`src/rtl/hilo_muldiv_unit.sv`:
```
// hilo_muldiv_unit -- HI/LO multiply/divide unit.
// Iterative 32-step shift-add multiplier and 32-step restoring divider that
// work on operand magnitudes; signs are applied in a final fix-up state.
// MTHI/MTLO write HI/LO directly on the accept edge.
// Optional feature macro: HILO_MULDIV_FAST_MULT_EN -- when defined, MULT/MULTU
// use a combinational 64-bit multiplier and complete on the accept edge.
module hilo_muldiv_unit #(
    parameter logic [31:0] HILO_RESET = 32'h00000000
) (
    input  logic        clk,
    input  logic        rst_n,
    input  logic        start,
    input  logic [2:0]  op,
    input  logic [31:0] rs_data,
    input  logic [31:0] rt_data,
    output logic        busy,
    output logic        done,
    output logic [31:0] hi,
    output logic [31:0] lo
);

    localparam logic [2:0] OP_MULT  = 3'd0;
    localparam logic [2:0] OP_MULTU = 3'd1;
    localparam logic [2:0] OP_DIV   = 3'd2;
    localparam logic [2:0] OP_DIVU  = 3'd3;
    localparam logic [2:0] OP_MTHI  = 3'd4;
    localparam logic [2:0] OP_MTLO  = 3'd5;

    typedef enum logic [1:0] {
        ST_IDLE = 2'd0,
        ST_RUN  = 2'd1,
        ST_FIX  = 2'd2
    } state_t;

    // Magnitude of a value, treating it as two's complement only when sgn is set.
    function automatic logic [31:0] abs32(input logic [31:0] v, input logic sgn);
        logic [31:0] res;
        if (sgn && v[31]) begin
            res = 32'd0 - v;
        end else begin
            res = v;
        end
        return res;
    endfunction

    state_t      r_state;
    state_t      w_state_nxt;
    logic [4:0]  r_cnt;
    logic [63:0] r_acc;      // mult: {partial product, multiplier}; div: {remainder, quotient}
    logic [31:0] r_opnd;     // mult: multiplicand magnitude; div: divisor magnitude
    logic [31:0] r_rs;       // original dividend, needed for divide-by-zero HI
    logic        r_is_mul;
    logic        r_neg_q;    // negate product / quotient in FIX
    logic        r_neg_r;    // negate remainder in FIX
    logic        r_divz;
    logic        r_busy;
    logic        r_done;
    logic [31:0] r_hi;
    logic [31:0] r_lo;

    logic        w_accept;
    logic        w_iter;
    logic        w_done_nxt;
    logic        w_sgn;
    logic        w_rs_neg;
    logic        w_rt_neg;
    logic [32:0] w_mul_sum;
    logic [32:0] w_rem_sh;
    logic        w_div_ge;
    logic [31:0] w_div_sub;
    logic [63:0] w_acc_step;
    logic [63:0] w_prod;
    logic [31:0] w_quo;
    logic [31:0] w_rem;
    logic [31:0] w_res_hi;
    logic [31:0] w_res_lo;

`ifdef HILO_MULDIV_FAST_MULT_EN
    logic [63:0] w_fast_prod;

    // Single-cycle 64-bit product for MULT (signed) and MULTU (unsigned).
    always_comb begin
        if (op == OP_MULT) begin
            w_fast_prod = $signed({{32{rs_data[31]}}, rs_data}) * $signed({{32{rt_data[31]}}, rt_data});
        end else begin
            w_fast_prod = {32'd0, rs_data} * {32'd0, rt_data};
        end
    end
`endif

    // Request decode: legal op, signedness, and whether it needs the iterative path.
    always_comb begin
        w_accept = start && (op <= OP_MTLO);
        w_sgn    = (op == OP_MULT) || (op == OP_DIV);
        w_rs_neg = w_sgn && rs_data[31];
        w_rt_neg = w_sgn && rt_data[31];
`ifdef HILO_MULDIV_FAST_MULT_EN
        w_iter   = (op == OP_DIV) || (op == OP_DIVU);
`else
        w_iter   = (op[2] == 1'b0);
`endif
    end

    // FSM next state and done request (done is registered below).
    always_comb begin
        w_state_nxt = r_state;
        w_done_nxt  = 1'b0;
        case (r_state)
            ST_IDLE: begin
                if (w_accept) begin
                    if (w_iter) begin
                        w_state_nxt = ST_RUN;
                    end else begin
                        w_state_nxt = ST_IDLE;
                        w_done_nxt  = 1'b1;
                    end
                end else begin
                    w_state_nxt = ST_IDLE;
                end
            end
            ST_RUN: begin
                if (r_cnt == 5'd31) begin
                    w_state_nxt = ST_FIX;
                end else begin
                    w_state_nxt = ST_RUN;
                end
            end
            ST_FIX: begin
                w_state_nxt = ST_IDLE;
                w_done_nxt  = 1'b1;
            end
            default: begin
                w_state_nxt = ST_IDLE;
            end
        endcase
    end

    // One shift-add or restoring-divide step on the shared accumulator.
    always_comb begin
        w_mul_sum = {1'b0, r_acc[63:32]} + {1'b0, r_opnd};
        w_rem_sh  = r_acc[63:31];
        w_div_ge  = (w_rem_sh >= {1'b0, r_opnd});
        w_div_sub = w_rem_sh[31:0] - r_opnd;
        if (r_is_mul) begin
            if (r_acc[0]) begin
                w_acc_step = {w_mul_sum, r_acc[31:1]};
            end else begin
                w_acc_step = {1'b0, r_acc[63:1]};
            end
        end else if (w_div_ge) begin
            w_acc_step = {w_div_sub, r_acc[30:0], 1'b1};
        end else begin
            w_acc_step = {w_rem_sh[31:0], r_acc[30:0], 1'b0};
        end
    end

    // Sign correction and special cases applied in FIX.
    always_comb begin
        w_prod = r_neg_q ? (64'd0 - r_acc) : r_acc;
        w_quo  = r_neg_q ? (32'd0 - r_acc[31:0]) : r_acc[31:0];
        w_rem  = r_neg_r ? (32'd0 - r_acc[63:32]) : r_acc[63:32];
        if (r_is_mul) begin
            w_res_hi = w_prod[63:32];
            w_res_lo = w_prod[31:0];
        end else if (r_divz) begin
            w_res_hi = r_rs;
            w_res_lo = 32'hFFFF_FFFF;
        end else begin
            w_res_hi = w_rem;
            w_res_lo = w_quo;
        end
    end

    // FSM state register and registered busy flag.
    always_ff @(posedge clk or negedge rst_n) begin
        if (!rst_n) begin
            r_state <= ST_IDLE;
            r_busy  <= 1'b0;
        end else begin
            r_state <= w_state_nxt;
            r_busy  <= (w_state_nxt != ST_IDLE);
        end
    end

    // Operand capture, iteration, HI/LO update and done pulse.
    always_ff @(posedge clk or negedge rst_n) begin
        if (!rst_n) begin
            r_cnt    <= 5'd0;
            r_acc    <= 64'd0;
            r_opnd   <= 32'd0;
            r_rs     <= 32'd0;
            r_is_mul <= 1'b0;
            r_neg_q  <= 1'b0;
            r_neg_r  <= 1'b0;
            r_divz   <= 1'b0;
            r_done   <= 1'b0;
            r_hi     <= HILO_RESET;
            r_lo     <= HILO_RESET;
        end else begin
            r_done <= w_done_nxt;
            case (r_state)
                ST_IDLE: begin
                    r_cnt <= 5'd0;
                    if (w_accept) begin
                        case (op)
                            OP_MTHI: r_hi <= rs_data;
                            OP_MTLO: r_lo <= rs_data;
`ifdef HILO_MULDIV_FAST_MULT_EN
                            OP_MULT, OP_MULTU: begin
                                r_hi <= w_fast_prod[63:32];
                                r_lo <= w_fast_prod[31:0];
                            end
`endif
                            default: begin
                                // Remaining accepted ops are the iterative ones.
                                r_is_mul <= (op == OP_MULT) || (op == OP_MULTU);
                                r_neg_q  <= w_rs_neg ^ w_rt_neg;
                                r_neg_r  <= w_rs_neg;
                                r_divz   <= (rt_data == 32'd0);
                                r_rs     <= rs_data;
                                if ((op == OP_MULT) || (op == OP_MULTU)) begin
                                    r_opnd <= abs32(rs_data, w_sgn);
                                    r_acc  <= {32'd0, abs32(rt_data, w_sgn)};
                                end else begin
                                    r_opnd <= abs32(rt_data, w_sgn);
                                    r_acc  <= {32'd0, abs32(rs_data, w_sgn)};
                                end
                            end
                        endcase
                    end
                end
                ST_RUN: begin
                    r_acc <= w_acc_step;
                    r_cnt <= r_cnt + 5'd1;
                end
                ST_FIX: begin
                    r_hi <= w_res_hi;
                    r_lo <= w_res_lo;
                end
                default: begin
                    r_cnt <= 5'd0;
                end
            endcase
        end
    end

    assign busy = r_busy;
    assign done = r_done;
    assign hi   = r_hi;
    assign lo   = r_lo;

endmodule
```
`config.mk`:
```
export PLATFORM = sky130hd
export DESIGN_NAME = hilo_muldiv_unit
export DESIGN_NICKNAME = d
export VERILOG_FILES = /design/src/rtl/hilo_muldiv_unit.sv
export SDC_FILE = /design/constraint.sdc
export NUM_CORES = 1
export LEC_CHECK = 0
export CAP_MARGIN = 10
export CORE_MARGIN = 4
export CORE_UTILIZATION = 50
export DETAILED_ROUTE_END_ITERATION = 16
export PLACE_DENSITY_LB_ADDON = 0.08
export SLEW_MARGIN = 20
export SYNTH_ARGS = -nofsm -noshare
export SYNTH_HDL_FRONTEND = slang
export SYNTH_SLANG_ARGS = --single-unit
```
`constraint.sdc`:
```
create_clock -name clk -period 3.19 [get_ports clk]
set_input_delay 0.638 -clock clk [delete_from_list [all_inputs] [get_ports clk]]
set_output_delay 0.638 -clock clk [all_outputs]
set_load 0.01 [all_outputs]
```
**Yosys cells after proc, flatten, opt, wreduce, memory -nomap -nowiden**

Index checks and enable logic that the tools add are counted.

- Register bits: 205
- Bits in latches: 0
- RAM bits: 0
- Memory bits (read-only): 0
- Input bits: 70
- Word-level logic and storage cells: 83
- Memories kept: 0

- Add/subtract/negate cells: 8
- $mul: 0
- Div/mod/pow operators: 0
- Order comparisons: 2
- Equal/unequal tests: 11
- Shift operators: 0
- Mux-type cells: 31
- Bitwise gates (word level): 2
- Reduce and logical (&&, ||, !) cells: 16

Operators by type and width:

| operator | number |
|---|---|
| 2-to-1 mux 32 bit | 14 |
| 2-to-1 mux 64 bit | 6 |
| case mux 32 bit (2 select lines) | 2 |
| case mux 64 bit (2 select lines) | 1 |
| subtractor 1 x 32 -> 32 bit, first input constant | 4 |
| subtractor 1 x 64 -> 64 bit, first input constant | 1 |
| adder 32 x 32 -> 33 bit | 1 |
| greater-or-equal comparator 33 x 32 -> 1 bit | 1 |
| zero test 32 bit | 1 |
| subtractor 32 bit | 1 |
| AND reduction 3 bit | 4 |
| case mux 5 bit (2 select lines) | 1 |
| equality test 3 bit, second input constant | 2 |
| nonzero test 2 bit | 3 |
| adder 5 x 1 -> 5 bit, second input constant | 1 |
| equality test 5 bit, second input constant | 1 |
| 2-to-1 mux 2 bit | 2 |
| != test 2 x 1 -> 1 bit, second input constant | 2 |
| != test 2 bit, second input constant | 2 |
| case mux 2 bit (2 select lines) | 1 |
| equality test 3 x 1 -> 1 bit, second input constant | 1 |
| equality test 3 x 2 -> 1 bit, second input constant | 1 |
| <= comparator 3 bit, second input constant | 1 |
| logical AND 1 bit | 3 |
| other kinds (10) | 13 |

**Longest topological paths before layout**

- Word-level depth: 8
- Depth in mapped cells: 14
- Mapped depth without buffers: 13

**Least setup slack after synthesis**

Ideal clock, no wire load.

- Path type: input-to-reg
- From: input rt_data[0]
- To: register r_acc[30]
- Library setup time: 0.142 ns
- Data arrival time: 3.048 ns
- Required time: 3.048 ns
- Path slack: 0.000 ns
- Cell stages on the path: 11
- Cell sequence: inv_1 > ha_1 > or3b_2 > nor4_1 > nand3b_1 > nor4_1 > a21oi_1 > xnor2_1 > nor2_1 > a21oi_1 > o221ai_1

- Word-level cells in the longest chain between the ends: 6

Ends and longest elaborated chain:

| what | line | RTL |
|---|---|---|
| from (decl) | 15 | `input logic [31:0] rt_data,` |
| subtractor 1 x 32 -> 32 bit | 39 | `res = 32'd0 - v;` |
| 2-to-1 mux 32 bit | 38 | `if (sgn && v[31]) begin` |
| 2-to-1 mux 32 bit | 221 | `if ((op == OP_MULT) \|\| (op == OP_MULTU)) begin` |
| 2-to-1 mux 64 bit | 205 | `case (op)` |
| 2-to-1 mux 64 bit | 204 | `if (w_accept) begin` |
| case mux 64 bit (2 select lines) | 201 | `case (r_state)` |
| to (signal assigned) | 223 | `r_acc <= {32'd0, abs32(rt_data, w_sgn)};` |
| to (signal assigned) | 226 | `r_acc <= {32'd0, abs32(rs_data, w_sgn)};` |
| to (signal assigned) | 233 | `r_acc <= w_acc_step;` |
| to (decl) | 49 | `logic [63:0] r_acc;` |

No other way between the ends. The select of a mux whose other input is x is not followed.
A chain may end at the register's enable or synchronous reset.

**Worst setup path after layout**

- From: register r_acc[32]
- To: register r_acc[61]

- Word-level cells in the longest chain between the ends: 4
- Elaborated cells between the ends (all ways): 7
- Classes of those cells: add/sub: 2; order compare: 1; mux: 4

Ends and longest elaborated chain:

| what | line | RTL |
|---|---|---|
| subtractor 32 bit (tied with other cells) | 143 | `w_div_sub = w_rem_sh[31:0] - r_opnd;` |
| 2-to-1 mux 64 bit (on tied branches) | 150, 145 |  |
| 2-to-1 mux 64 bit * | 144 | `if (r_is_mul) begin` |
| case mux 64 bit (2 select lines) * | 201 |  |

Every way passes the cells marked *; elsewhere a longest branch is shown, timed or not.

==> metrics.log <==
[metrics] Clock Sink Count: 205
[metrics] share of total power consumed by net switching: roughly 47%
[metrics] full die area: approximately 37000 um2
[metrics] routability cong.: 1.01
[metrics] Cell Area, Placed: 21300 um2
[metrics] Psw: 0.0117 W
[metrics] final core utilization: 68.3%
[metrics] highest clock rate: 313 MHz
[metrics] cell taking the most area after synthesis: sky130_fd_sc_hd__dfrtp_1
[metrics] worst-margin pin slew: 941 ps
[metrics] clock latency of the later-clocked register in the worst-skew pair: 550 ps
[metrics] number of hold buffers added after cts: 0
[metrics] NumNets Final: 2726
[metrics] vias per std cell: roughly 6.5
[metrics] post-synthesis net count: roughly 2400
[metrics] fraction of power consumed by combinational cells: 68.9%
[metrics] violated checks: negative setup slack
[metrics] largest net degree at the start of global routing: 81
[metrics] Reg2Reg Setup Slack: -2 ps
[metrics] clock-pin transition on the worst setup and hold timing paths: 70 ps
[metrics] All-Layer GR Usage: 39.3%
[metrics] sequential group share of total power: about a fifth
[metrics] number of rows created at floorplan: 67
[metrics] global routing met1 resource utilization: 50.9%
[metrics] final worst slack: -2.42 ps
[metrics] fill count: 2884
[metrics] core outline area: 33700 um2
[metrics] library cell used as clock root buffer: sky130_fd_sc_hd__clkbuf_16
[metrics] internal power of the cells: 0.0130 W
[metrics] max_slew headroom: between 30% and 40%
[metrics] via count of the first global-routing pass: 19100
[metrics] final period utilization: 100%
[metrics] met3 Resource Use GR: 11.6%
[metrics] total number of vias: 19900
[metrics] cells after synthesis: 2214
[metrics] share of total power in the clock network: around 12%
[metrics] arrival time at the worst endpoint: 3630 ps
[metrics] ordered cell list for the critical path: buf_6, ha_4, inv_1, fa_2, nor2b_4, o2111ai_4, a21o_1, a31oi_1, buf_4, a211oi_2, o31ai_2, and4b_1, nor4_2, a211oi_2
[metrics] clk_skew: 14.3 ps
[metrics] Worst IR Drop VDD: 0.709 mV
[metrics] final period demand of the worst path: 3190 ps
[metrics] synth top area cells: sky130_fd_sc_hd__dfrtp_1 (30%), sky130_fd_sc_hd__nand2_1 (6.9%), sky130_fd_sc_hd__o21ai_0 (5.5%)
[metrics] FF-to-FF Start: r_acc[32]
[metrics] leakage power figure: 9.75 nW
[metrics] cell repeated most along the worst path: sky130_fd_sc_hd__a211oi_2
[metrics] Hold Path Class: input port to asynchronous set/reset pin
[metrics] cell with the biggest individual delay on the critical path: sky130_fd_sc_hd__dfrtp_2
[metrics] number of buffers on the longest clock path: 3
[metrics] Setup crit end kind: register
[metrics] final-report setup violation count: 1
[metrics] final HPWL from detailed placement: 59000 um
[metrics] # DRC: 0
[metrics] CP Class: register to register
[metrics] depth of the most critical reg-to-reg path: 14
[metrics] WP buf/inv: 3
[metrics] starting density of the core: 51.0%
[metrics] Top delay family on crit path: compound AO/OA/AOI/OAI gates
[metrics] clock tree from TritonCTS: built
[metrics] number of nets with antenna violations after routing: 0
[metrics] number of synthesized flops with an enable pin: 0
[metrics] crit-path max cell delay: 440 ps
[metrics] worst hold slack after final layout: 95.6 ps
[metrics] GRT met2 Usage: between 60% and 70%
[metrics] aggregate routed wire length: 78000 um
[metrics] total power density per cell area: 1080 nW/um2
[metrics] synthesis-stage register bit count: ~210
[metrics] synthesized cell area: 17200 um2
[metrics] max capacitance violation total: 0
[metrics] highest fanout seen on the critical path: 5
[metrics] Avg Synthesized Cell Area: 7.76 um2
[metrics] overflow left after global routing: 0
[metrics] routing layer with the top usage in global route: met2
[metrics] result of the run: finished, violations left
[metrics] Worst Setup Start Kind: register
[metrics] power after layout: 0.0248 W
[metrics] Final Max Tran Viols: 0
[metrics] count of port buffers added during placement: 135
[metrics] count of boundary I/O pins: roughly 140
[metrics] H-Tree Depth: 1
[metrics] Inserted Clock Buffers: 25
[metrics] share of final-layout standard cells stronger than drive strength 1: between 20 and 25%
[metrics] wire length of the first global-routing pass: 116000 um
[metrics] Synth async-reset ratio: 100%
[metrics] Worst Setup Slack post-DPL: -363 ps
[metrics] unrepaired setup endpoints after global routing: yes
[metrics] number of antenna diodes: 0
[metrics] height of the die: 193 um
[metrics] critical path launch point: r_acc[32]
[metrics] sequential-to-total area share from yosys stat: 29.9%
[metrics] number of detailed-routing iterations run before antenna repair: 6
[metrics] Synthesis Warnings: 0
[metrics] critical path required time: 3630 ps
[metrics] average wire per cell in the routed design: approximately 26 um
[metrics] most used flip-flop cell after synthesis: sky130_fd_sc_hd__dfrtp_1
[metrics] Hold Fails Final Rpt: 0
[metrics] width of the die: 193 um
[metrics] unique cell type count in the Yosys netlist: 83
[metrics] portion of synthesized cell area occupied by the leading cell type: 29.9%
[metrics] 1st-iter DRT viols: 2386
[metrics] post-layout instance area: 23000 um2
[metrics] layout-stage area growth over the synthesis result: 33.9%
[metrics] number of antenna violations at the first check in global routing: 3
[metrics] RR Endpoint: r_acc[61]
-- area by class of cell --
cell class	instances	area (um2)	share of cell area, %
Timing Repair Buffer	515	4390	19.1
Sequential cell	205	5140	22.4
Tap cell	448	561	2.44
Inverter	76	285	1.24
Clock buffer	29	661	2.87
Clock inverter	14	190	0.826
Multi-Input combinational cell	1761	11800	51.2
-- per-stage QoR --
stage / cells / setup TNS [ps]
2_1_floorplan: 2214 / 0
3_3_place_gp: 2984 / -6540
3_5_place_dp: 2984 / -10490
4_1_cts: 3034 / -55.8
5_1_grt: 3048 / -401
6_report: 3048 / -2.42
-- metal layers --
layer	wire (um)	part of all wire, %
met1	30300	39
met4	4130	5.3
met3	8980	12
met2	34500	44
met5	26	0.033
-- worst max path at each step --
stage | end | depth (start not counted)
finish | r_acc[61] | 14
global route | r_acc[61] | 14
CTS | r_acc[60] | 13
detailed placement | r_acc[31] | 10
global placement | r_opnd[13] | 9
floorplan | r_acc[41] | 11
-- cell families (layout without fill, tap and decap cells) --
| logic type | after synthesis | after routing | share of synthesized area [%] |
|---|---|---|---|
| and+or+nand+nor | 695 | 695 | 18.7 |
| DFF | 205 | 205 | 29.9 |
| xor gates and xnor gates | 160 | 160 | 8.15 |
| AOI/OAI and AO/OA | 776 | 776 | 29.0 |
| muxes | 58 | 58 | 3.41 |
| adders and majority gates | 72 | 72 | 5.33 |
| buffers and inverters | 248 | 634 | 5.54 |
-- cell usage after synthesis, types with 48 or more instances --
| library cell | instances |
|---|---|
| sky130_fd_sc_hd__nand2_1 | 314 |
| sky130_fd_sc_hd__dfrtp_1 | 205 |
| sky130_fd_sc_hd__o21ai_0 | 189 |
| sky130_fd_sc_hd__a21oi_1 | 179 |
| sky130_fd_sc_hd__nor2_1 | 151 |
| sky130_fd_sc_hd__clkbuf_1 | 144 |
| sky130_fd_sc_hd__xnor2_1 | 103 |
| sky130_fd_sc_hd__a211oi_1 | 79 |
| sky130_fd_sc_hd__inv_1 | 74 |
| sky130_fd_sc_hd__ha_1 | 70 |
| sky130_fd_sc_hd__xor2_1 | 57 |
| sky130_fd_sc_hd__mux2i_1 | 54 |
| sky130_fd_sc_hd__o22ai_1 | 48 |
-- state kept, by name (all words and copies together) (netlist names) --
register and flops:
lo 32, r_is_mul 1, r_neg_q 1, busy 1, r_neg_r 1, done 1
r_acc 64, r_state 2, r_divz 1, r_rs 32, r_opnd 32, hi 32
r_cnt 5
-- power groups by stage --
| stage | logic [W] | registers [W] | clock network (W) |
|---|---|---|---|
| floorplan | 0.00886 | 0.00441 | 0 |
| global placement | 0.0148 | 0.00453 | 0 |
| detailed placement | 0.0150 | 0.00456 | 0 |
| CTS | 0.0155 | 0.00454 | 0.00306 |
| global route | 0.0182 | 0.00469 | 0.00318 |
| finish | 0.0171 | 0.00464 | 0.00307 |
-- repair_timing --
| item | in CTS | in global routing |
|---|---|---|
| gates cloned | 2 | 0 |
| pin swaps | 5 | 32 |
| endpoints found under the setup margin | 36 | 52 |
| buffers inserted | 5 | 14 |
| gates resized for setup | 42 | 103 |
-- cell usage in the layout, fill, tap and decap left out, types with 15 or more instances in the layout --
cell type	netlist	layout
sky130_fd_sc_hd__nor2_1	151	146
sky130_fd_sc_hd__a21o_1	32	32
sky130_fd_sc_hd__o31ai_1	40	37
sky130_fd_sc_hd__or3_1	22	18
sky130_fd_sc_hd__ha_4	0	17
sky130_fd_sc_hd__o211ai_1	47	47
sky130_fd_sc_hd__o22ai_1	48	47
sky130_fd_sc_hd__clkdlybuf4s50_1	0	133
sky130_fd_sc_hd__xnor2_1	103	102
sky130_fd_sc_hd__mux2i_1	54	53
sky130_fd_sc_hd__ha_1	70	51
sky130_fd_sc_hd__dfrtp_1	205	195
sky130_fd_sc_hd__nand2_1	314	312
sky130_fd_sc_hd__a21oi_1	179	170
sky130_fd_sc_hd__a31oi_1	21	21
sky130_fd_sc_hd__o21ai_0	189	181
sky130_fd_sc_hd__xor2_1	57	57
sky130_fd_sc_hd__inv_1	74	65
sky130_fd_sc_hd__nand3_1	35	33
sky130_fd_sc_hd__buf_4	0	362
sky130_fd_sc_hd__clkbuf_16	0	25
sky130_fd_sc_hd__nor4_1	20	15
sky130_fd_sc_hd__a211oi_1	79	72
sky130_fd_sc_hd__nor3_1	35	29
sky130_fd_sc_hd__or4_1	17	16
(Power assumes the default switching activity.)
